==> config.mk <==
export PLATFORM = sky130hd
export DESIGN_NAME = id_operand_fetch
export DESIGN_NICKNAME = d
export VERILOG_FILES = /design/src/rtl/id_operand_fetch.sv
export SDC_FILE = /design/constraint.sdc
export NUM_CORES = 2
export LEC_CHECK = 0
export ABC_CLOCK_PERIOD_IN_PS = 3150
export BUFFER_PORTS_ARGS = -buffer_cell sky130_fd_sc_hd__clkbuf_2
export CAP_MARGIN = 30
export CORE_UTILIZATION = 45
export DETAILED_ROUTE_END_ITERATION = 8
export GPL_TIMING_DRIVEN = 0
export HOLD_SLACK_MARGIN = 0.08
export PLACE_DENSITY = 0.68
export SLEW_MARGIN = 20
export SYNTH_ARGS = -nofsm -noshare
export SYNTH_HDL_FRONTEND = slang
export SYNTH_SLANG_ARGS = --single-unit
==> constraint.sdc <==
create_clock -name clk -period 3.15 [get_ports clk]
set_clock_uncertainty 0.2 [all_clocks]
set_input_delay 0.315 -clock clk [delete_from_list [all_inputs] [get_ports clk]]
set_output_delay 0.315 -clock clk [all_outputs]
set_load 0.02 [all_outputs]
==> src/rtl/id_operand_fetch.sv <==
// ID-stage operand fetch: 32-entry register file with WB bypass
// and the ID/EX operand latch with stall/flush control.
module id_operand_fetch #(
  parameter int DATA_W = 32
) (
  input  logic              clk,
  input  logic              reset_n,
  input  logic [4:0]        rs1_id,
  input  logic [4:0]        rs2_id,
  input  logic              valid_id,
  input  logic [4:0]        rd_wb,
  input  logic              we_wb,
  input  logic [DATA_W-1:0] wb_data,
  input  logic              stall,
  input  logic              flush,
  output logic [DATA_W-1:0] busA_ex,
  output logic [DATA_W-1:0] busB_ex,
  output logic [4:0]        rs1_ex,
  output logic [4:0]        rs2_ex,
  output logic              valid_ex,
  output logic              byp1_ex,
  output logic              byp2_ex
);

  logic [DATA_W-1:0] rf_q [32];

  logic              hit1, hit2;
  logic [DATA_W-1:0] op_a, op_b;

  logic [DATA_W-1:0] busa_q, busa_d;
  logic [DATA_W-1:0] busb_q, busb_d;
  logic [4:0]        rs1_q, rs1_d;
  logic [4:0]        rs2_q, rs2_d;
  logic              vld_q, vld_d;
  logic              byp1_q, byp1_d;
  logic              byp2_q, byp2_d;

  // Register file write; r0 is never written so it stays 0.
  always_ff @(posedge clk) begin
    if (!reset_n) begin
      rf_q <= '{default: '0};
    end else if (we_wb && (rd_wb != 5'd0)) begin
      rf_q[rd_wb] <= wb_data;
    end
  end

  // Array read with same-cycle WB bypass; r0 excluded.
  always_comb begin
    hit1 = we_wb && (rd_wb == rs1_id) && (rs1_id != 5'd0);
    hit2 = we_wb && (rd_wb == rs2_id) && (rs2_id != 5'd0);
    op_a = '0;
    op_b = '0;
    unique case (1'b1)
      hit1:              op_a = wb_data;
      (rs1_id == 5'd0):  op_a = '0;
      default:           op_a = rf_q[rs1_id];
    endcase
    unique case (1'b1)
      hit2:              op_b = wb_data;
      (rs2_id == 5'd0):  op_b = '0;
      default:           op_b = rf_q[rs2_id];
    endcase
  end

  // ID/EX next state: flush beats stall.
  always_comb begin
    busa_d = busa_q;
    busb_d = busb_q;
    rs1_d  = rs1_q;
    rs2_d  = rs2_q;
    vld_d  = vld_q;
    byp1_d = byp1_q;
    byp2_d = byp2_q;
    if (flush) begin
      busa_d = '0;
      busb_d = '0;
      rs1_d  = '0;
      rs2_d  = '0;
      vld_d  = 1'b0;
      byp1_d = 1'b0;
      byp2_d = 1'b0;
    end else if (!stall) begin
      busa_d = op_a;
      busb_d = op_b;
      rs1_d  = rs1_id;
      rs2_d  = rs2_id;
      vld_d  = valid_id;
      byp1_d = hit1;
      byp2_d = hit2;
    end
  end

  // ID/EX latch register.
  always_ff @(posedge clk) begin
    if (!reset_n) begin
      busa_q <= '0;
      busb_q <= '0;
      rs1_q  <= '0;
      rs2_q  <= '0;
      vld_q  <= 1'b0;
      byp1_q <= 1'b0;
      byp2_q <= 1'b0;
    end else begin
      busa_q <= busa_d;
      busb_q <= busb_d;
      rs1_q  <= rs1_d;
      rs2_q  <= rs2_d;
      vld_q  <= vld_d;
      byp1_q <= byp1_d;
      byp2_q <= byp2_d;
    end
  end

  assign busA_ex  = busa_q;
  assign busB_ex  = busb_q;
  assign rs1_ex   = rs1_q;
  assign rs2_ex   = rs2_q;
  assign valid_ex = vld_q;
  assign byp1_ex  = byp1_q;
  assign byp2_ex  = byp2_q;

endmodule

=== After elaboration in Yosys (flattened, before gate mapping) ===
Cells that the tools add are included.

* Register bits after elaboration: 1101
* Latch bits: 0
* RAM bits: 0
* Memory bits (read-only): 0
* Memories: 0

* Add/sub/neg operators: 0
* Multipliers: 0
* Div/mod/pow operators: 0
* $lt $le $gt $ge: 4
* Eq/ne operators: 2
* Shifts and indexed selects: 0
* Multiplexer cells: 11
* Bitwise gates (word level): 4
* Reductions and logical operators: 12

{| class="wikitable"
|+ Operators with widths
! operator !! count
|-
| $bwmux 1024 || 1
|-
| $bmux 32 s5 || 2
|-
| $demux 32 s5 || 1
|-
| $mux 32 || 5
|-
| $pmux 32 s2 || 2
|-
| $ge 6x6->1 const B || 3
|-
| $not 5->6 || 3
|-
| $reduce_bool 5->1 || 3
|-
| $eq 5x5->1 || 2
|-
| $logic_not 5->1 || 2
|-
| $logic_and 1x1->1 || 6
|-
| $lt 6x1->1 const B || 1
|-
| $reduce_or 2->1 || 1
|-
| $not 1->1 || 1
|}

=== Longest topological paths before layout ===
* Depth after elaboration: 6
* Gate-level depth with buffers: 10

=== Worst setup path after synthesis ===
Ideal clock, no wire load.

* Path type: input -> register
* From: in rs1_id[1]
* To: reg busa_q[25] (netlist: busA_ex[25])
* Arrival: 1.988 ns
* Required time: 2.812 ns
* Slack: 0.824 ns
* Stages: 8
* Path through: buf_4 > buf_2 > buf_2 > buf_2 > mux4_2 > mux2_2 > o211ai_1 > o221ai_1

* Word-level cells in the longest chain between the ends: 5

{| class="wikitable"
|+ RTL lines
! item !! RTL line !! RTL
|-
| start: declaration || 8 || <nowiki>input logic [4:0] rs1_id,</nowiki>
|-
| $not 5->6 (implied by the code) || 56 || <nowiki>default: op_a = rf_q[rs1_id];</nowiki>
|-
| $bmux 32 s5 || 56 ||
|-
| $mux 32 (implied by the code) (2 in a row) || 56 ||
|-
| $pmux 32 s2 * || 53 || <nowiki>unique case (1'b1)</nowiki>
|-
| end signal: assignment || 104 || <nowiki>busa_q <= busa_d;</nowiki>
|-
| end: declaration || 30 || <nowiki>logic [DATA_W-1:0] busa_q, busa_d;</nowiki>
|}

Every way passes the cells marked *; elsewhere a longest branch is shown, timed or not. The select of a mux whose other input is x is not followed.
A chain may end at the register's enable or synchronous reset.

=== Worst setup path after layout ===
* From: in rs2_id[2]
* To: reg busb_q[19] (netlist: busB_ex[19])

* Word-level cells in the longest chain between the ends: 5

{| class="wikitable"
|+ RTL lines
! item !! RTL line !! RTL
|-
| start: declaration || 9 || <nowiki>input logic [4:0] rs2_id,</nowiki>
|-
| $not 5->6 (implied by the code) || 61 || <nowiki>default: op_b = rf_q[rs2_id];</nowiki>
|-
| $bmux 32 s5 || 61 ||
|-
| $mux 32 (implied by the code) (2 in a row) || 61 ||
|-
| $pmux 32 s2 * || 58 || <nowiki>unique case (1'b1)</nowiki>
|-
| end signal: assignment || 105 || <nowiki>busb_q <= busb_d;</nowiki>
|-
| end: declaration || 31 || <nowiki>logic [DATA_W-1:0] busb_q, busb_d;</nowiki>
|}

Marks and branches as above.

==> impl_summary.log <==
INFO  metric worst-endpoint-arrival = 3.67 ns
INFO  metric rsz0062_at_grt = false
INFO  metric tightestPinTransition = about 1.2 ns
INFO  metric vias_in_the_first_global_route = 48.2k
INFO  metric dp_cells = 7742
INFO  metric start_util = 0.456
INFO  metric multi_input_comb_area = about 32000 um^2
INFO  metric cp-start-kind = input port
INFO  metric postCtsSetupRepairBufs = 0
INFO  metric synth_sequential_area_ratio = 0.388
INFO  metric critPathMaxStageDelay = between 0.7 and 0.8 ns
INFO  metric routed-via-count = between 50k and 60k
INFO  metric total_die_area = ~130000 um^2
INFO  metric crit_path_cell_trace = buf_2 -> buf_4 -> buf_4 -> buf_2 -> buf_2 -> mux4_2 -> mux2i_1 -> a22oi_1 -> o2bb2ai_1
INFO  metric synth.most_common_cell = sky130_fd_sc_hd__nand2_1
INFO  metric clkSlewWorstSetupHoldPaths = 0.06 ns
INFO  metric clock_tree.buffer_depth = 3
INFO  metric synth_flop_cell = sky130_fd_sc_hd__dfxtp_1
INFO  metric area.growth.synth_to_final = 12.8%
INFO  metric ys_warn_count = 0
INFO  metric tritoncts_clock_tree = yes
INFO  metric failed_checks = setup timing
INFO  metric max_slew_margin = 0.212
INFO  metric antenna_found_initial = 22
INFO  metric drt_iter0_markers = 8072
INFO  metric via_per_inst = between 6 and 7
INFO  metric proportion_of_layout_cells_with_a_drive_suffix_above_1 = 0.166
INFO  metric worst_reg_to_reg_path_cell_count = 5
INFO  metric grt_first_pass_wirelength = 374000 um
INFO  metric globalRouteOverflowTotal = 0
INFO  metric finalNetCount = roughly 6.3k
INFO  metric crit_path_end_kind = flip-flop
INFO  metric clock_sinks = 1101
INFO  metric syn_area = approximately 57000 um^2
INFO  metric critical_path_cell_with_the_highest_stage_delay = sky130_fd_sc_hd__buf_2
INFO  metric synth_edf_count = 0
INFO  metric holdPathStages = 4
INFO  metric async_reset_ff_frac = 0
INFO  metric routedWlPerCell = between 30 and 40 um
INFO  metric power.density = 507 nW/um^2
INFO  metric grt_start_max_net_pins = 17
INFO  metric timing.final.hold_violations = 0
INFO  metric antenna_violating_nets_post_route = 0
INFO  metric placement.io_buffers = between 80 and 90
INFO  metric syn_avg_cell_area = 9.45 um^2
INFO  metric finish.cell_count_without_fillers = around 8k
INFO  metric leakage = approximately 21 nW
INFO  metric cts_inserted_buffers = about 120
INFO  metric synth_seq_cells = roughly 1.1k
INFO  metric wl = 272000 um
INFO  metric outcome = finished with violations
INFO  metric final_max_slew_viol_count = 0
INFO  metric synth.distinct_cells = 47
INFO  metric io-pin-count = between 100 and 150
INFO  metric report.power.total = between 30 and 40 mW
INFO  metric worstPathRequired = roughly 3.6 ns
INFO  metric dp_hpwl = around 210000 um
INFO  metric clk_latency = 0.80 ns
INFO  metric layout.filler_cells = roughly 12k
INFO  metric synthDominantCellAreaShare = 0.388
INFO  metric fmax = around 300 MHz
INFO  metric vdd_ir_drop_max = ~0.43 mV
INFO  metric ys_top_cells_by_area = sky130_fd_sc_hd__dfxtp_1, sky130_fd_sc_hd__mux4_2, sky130_fd_sc_hd__nand2_1
INFO  metric synthDominantAreaCellType = sky130_fd_sc_hd__dfxtp_1
INFO  metric chipHeight = roughly 360 um
INFO  metric rows = 129
INFO  metric gp_congestion = a little over 1
INFO  metric netlist_top_cells_count = sky130_fd_sc_hd__nand2_1, sky130_fd_sc_hd__dfxtp_1, sky130_fd_sc_hd__a21boi_0
INFO  metric synth.net_count = 6060
INFO  metric gr-usage-all-layers = 0.422
INFO  metric critical_path_peak_fanout = 11
INFO  metric worstSetupPathType = input port to flip-flop
INFO  metric setup_violations = 12
INFO  metric drt_pass1_iterations = 6
INFO  metric placeableCoreArea = 124000 um^2
INFO  metric floorplan.die.width = 357 um
INFO  metric seqCellArea = about 22000 um^2
INFO  metric drt_drc_violations_left = 0
INFO  metric final_critical_path_setup_slack = -0.0892 ns
INFO  metric post_synth_inst_count = between 6k and 7k
INFO  metric cap_violations = 0
INFO  metric fraction_of_the_cycle_the_final_worst_path_needs = 1.03
INFO  metric cp_common_cell = sky130_fd_sc_hd__buf_2
INFO  metric clk_root_buffer_cell = sky130_fd_sc_hd__clkbuf_16
INFO  metric crit_path_time_final = 3.24 ns
INFO  metric hold_class = input port to flip-flop
INFO  metric cts_htree_levels = 3
placed cells by master (no fill, tap or decap), types with 6 or more instances in the layout:
| cell | n |
|---|---|
| sky130_fd_sc_hd__a21boi_0 | 992 |
| sky130_fd_sc_hd__a21oi_1 | 56 |
| sky130_fd_sc_hd__a22o_1 | 20 |
| sky130_fd_sc_hd__a22oi_1 | 75 |
| sky130_fd_sc_hd__and2_1 | 36 |
| sky130_fd_sc_hd__buf_1 | 38 |
| sky130_fd_sc_hd__buf_2 | 117 |
| sky130_fd_sc_hd__buf_4 | 46 |
| sky130_fd_sc_hd__buf_6 | 31 |
| sky130_fd_sc_hd__bufinv_16 | 14 |
| sky130_fd_sc_hd__clkbuf_1 | 444 |
| sky130_fd_sc_hd__clkbuf_16 | 121 |
| sky130_fd_sc_hd__clkbuf_2 | 97 |
| sky130_fd_sc_hd__clkbuf_8 | 24 |
| sky130_fd_sc_hd__clkinv_2 | 23 |
| sky130_fd_sc_hd__clkinvlp_4 | 7 |
| sky130_fd_sc_hd__dfxtp_1 | 1101 |
| sky130_fd_sc_hd__diode_2 | 11 |
| sky130_fd_sc_hd__dlygate4sd3_1 | 35 |
| sky130_fd_sc_hd__mux2_2 | 39 |
| sky130_fd_sc_hd__mux2i_1 | 148 |
| sky130_fd_sc_hd__mux4_2 | 512 |
| sky130_fd_sc_hd__nand2_1 | 2055 |
| sky130_fd_sc_hd__nor2_1 | 81 |
| sky130_fd_sc_hd__nor3_1 | 12 |
| sky130_fd_sc_hd__o211ai_1 | 8 |
| sky130_fd_sc_hd__o21ai_0 | 18 |
| sky130_fd_sc_hd__o221ai_1 | 31 |
| sky130_fd_sc_hd__o22ai_1 | 87 |
| sky130_fd_sc_hd__o2bb2ai_1 | 11 |
| sky130_fd_sc_hd__or4_1 | 20 |
| sky130_fd_sc_hd__xnor2_1 | 6 |
worst max-delay path: cells and delay by family:
kind                   cells  cell delay [ns]
multiplexers               2             0.74
AO/OA/AOI/OAI              2             0.28
buffers and inverters      5             2.28
final cells by class:
type,instances,share of cell area
timing repair buffer,141,0.0161
multi-input combinational,4255,0.497
clock buffer,170,0.0539
antenna,11,0.000430
buffer,650,0.0454
sequential,1101,0.344
clock inverter,51,0.0106
inverter,1,0.0000586
tap,1637,0.0320
power by group:
group | internal (mW) | switching [mW] | total (mW)
clock | 8.75 | 6.41 | 15.2
sequential | 14.0 | 0.109 | 14.1
combinational | 0.938 | 2.25 | 3.18
total | 23.7 | 8.77 | 32.5
registers in the layout, indices dropped and copies added, names as in the netlist:
register / cells
busA_ex: 32
rf_q: 1024
rs2_ex: 5
valid_ex: 1
rs1_ex: 5
byp1_ex: 1
byp2_ex: 1
busB_ex: 32
routing by layer:
| metal | GRT usage | routed length (um) | vias up |
|---|---|---|---|
| met3 | 0.130 | 35700 | 919 |
| li1 | - | - | 21600 |
| met2 | 0.574 | 108000 | 4043 |
| met5 | 0 | 98 | - |
| met4 | 0.315 | 24800 | 16 |
| met1 | 0.560 | 104000 | 25900 |
through the flow:
step | setup slack (ns) | area (um^2) | util | hold WS [ns] | setup TNS [ns]
4_1_cts | 0.0746 | 63900 | 0.514 | 0.105 | 0
3_5_place_dp | -0.661 | 59400 | 0.478 | 0.263 | -28.93
2_1_floorplan | 0.824 | 56800 | - | 0.243 | 0
3_3_place_gp | -1.02 | 59200 | 0.476 | 0.257 | -90.16
6_report | -0.0892 | 64000 | 0.515 | 0.112 | -0.512
5_1_grt | 0.0225 | 64000 | 0.514 | 0.191 | 0
final timing paths:
kind | start | end | slack [ns]
max | rs2_id[2] | busB_ex[19] | -0.09
max reg2reg | rf_q[756] | busB_ex[20] | 0.65
min | valid_id | valid_ex | 0.11
min reg2reg | rf_q[998] | rf_q[998] | 0.27
repair_timing:
item | in CTS | in global routing
hold buffers | 35 | 0
setup endpoints to repair | 0 | 3
hold endpoints to repair | 106 | 0
resized for setup | 0 | 5
cells by family after synthesis:
| family | synth area share |
|---|---|
| xor+xnor | 0.00154 |
| simple gates | 0.153 |
| flops | 0.388 |
| compound gates | 0.169 |
| buf+inv | 0.0509 |
| mux | 0.237 |
No activity file was read; power rests on OpenSTA's default activity.
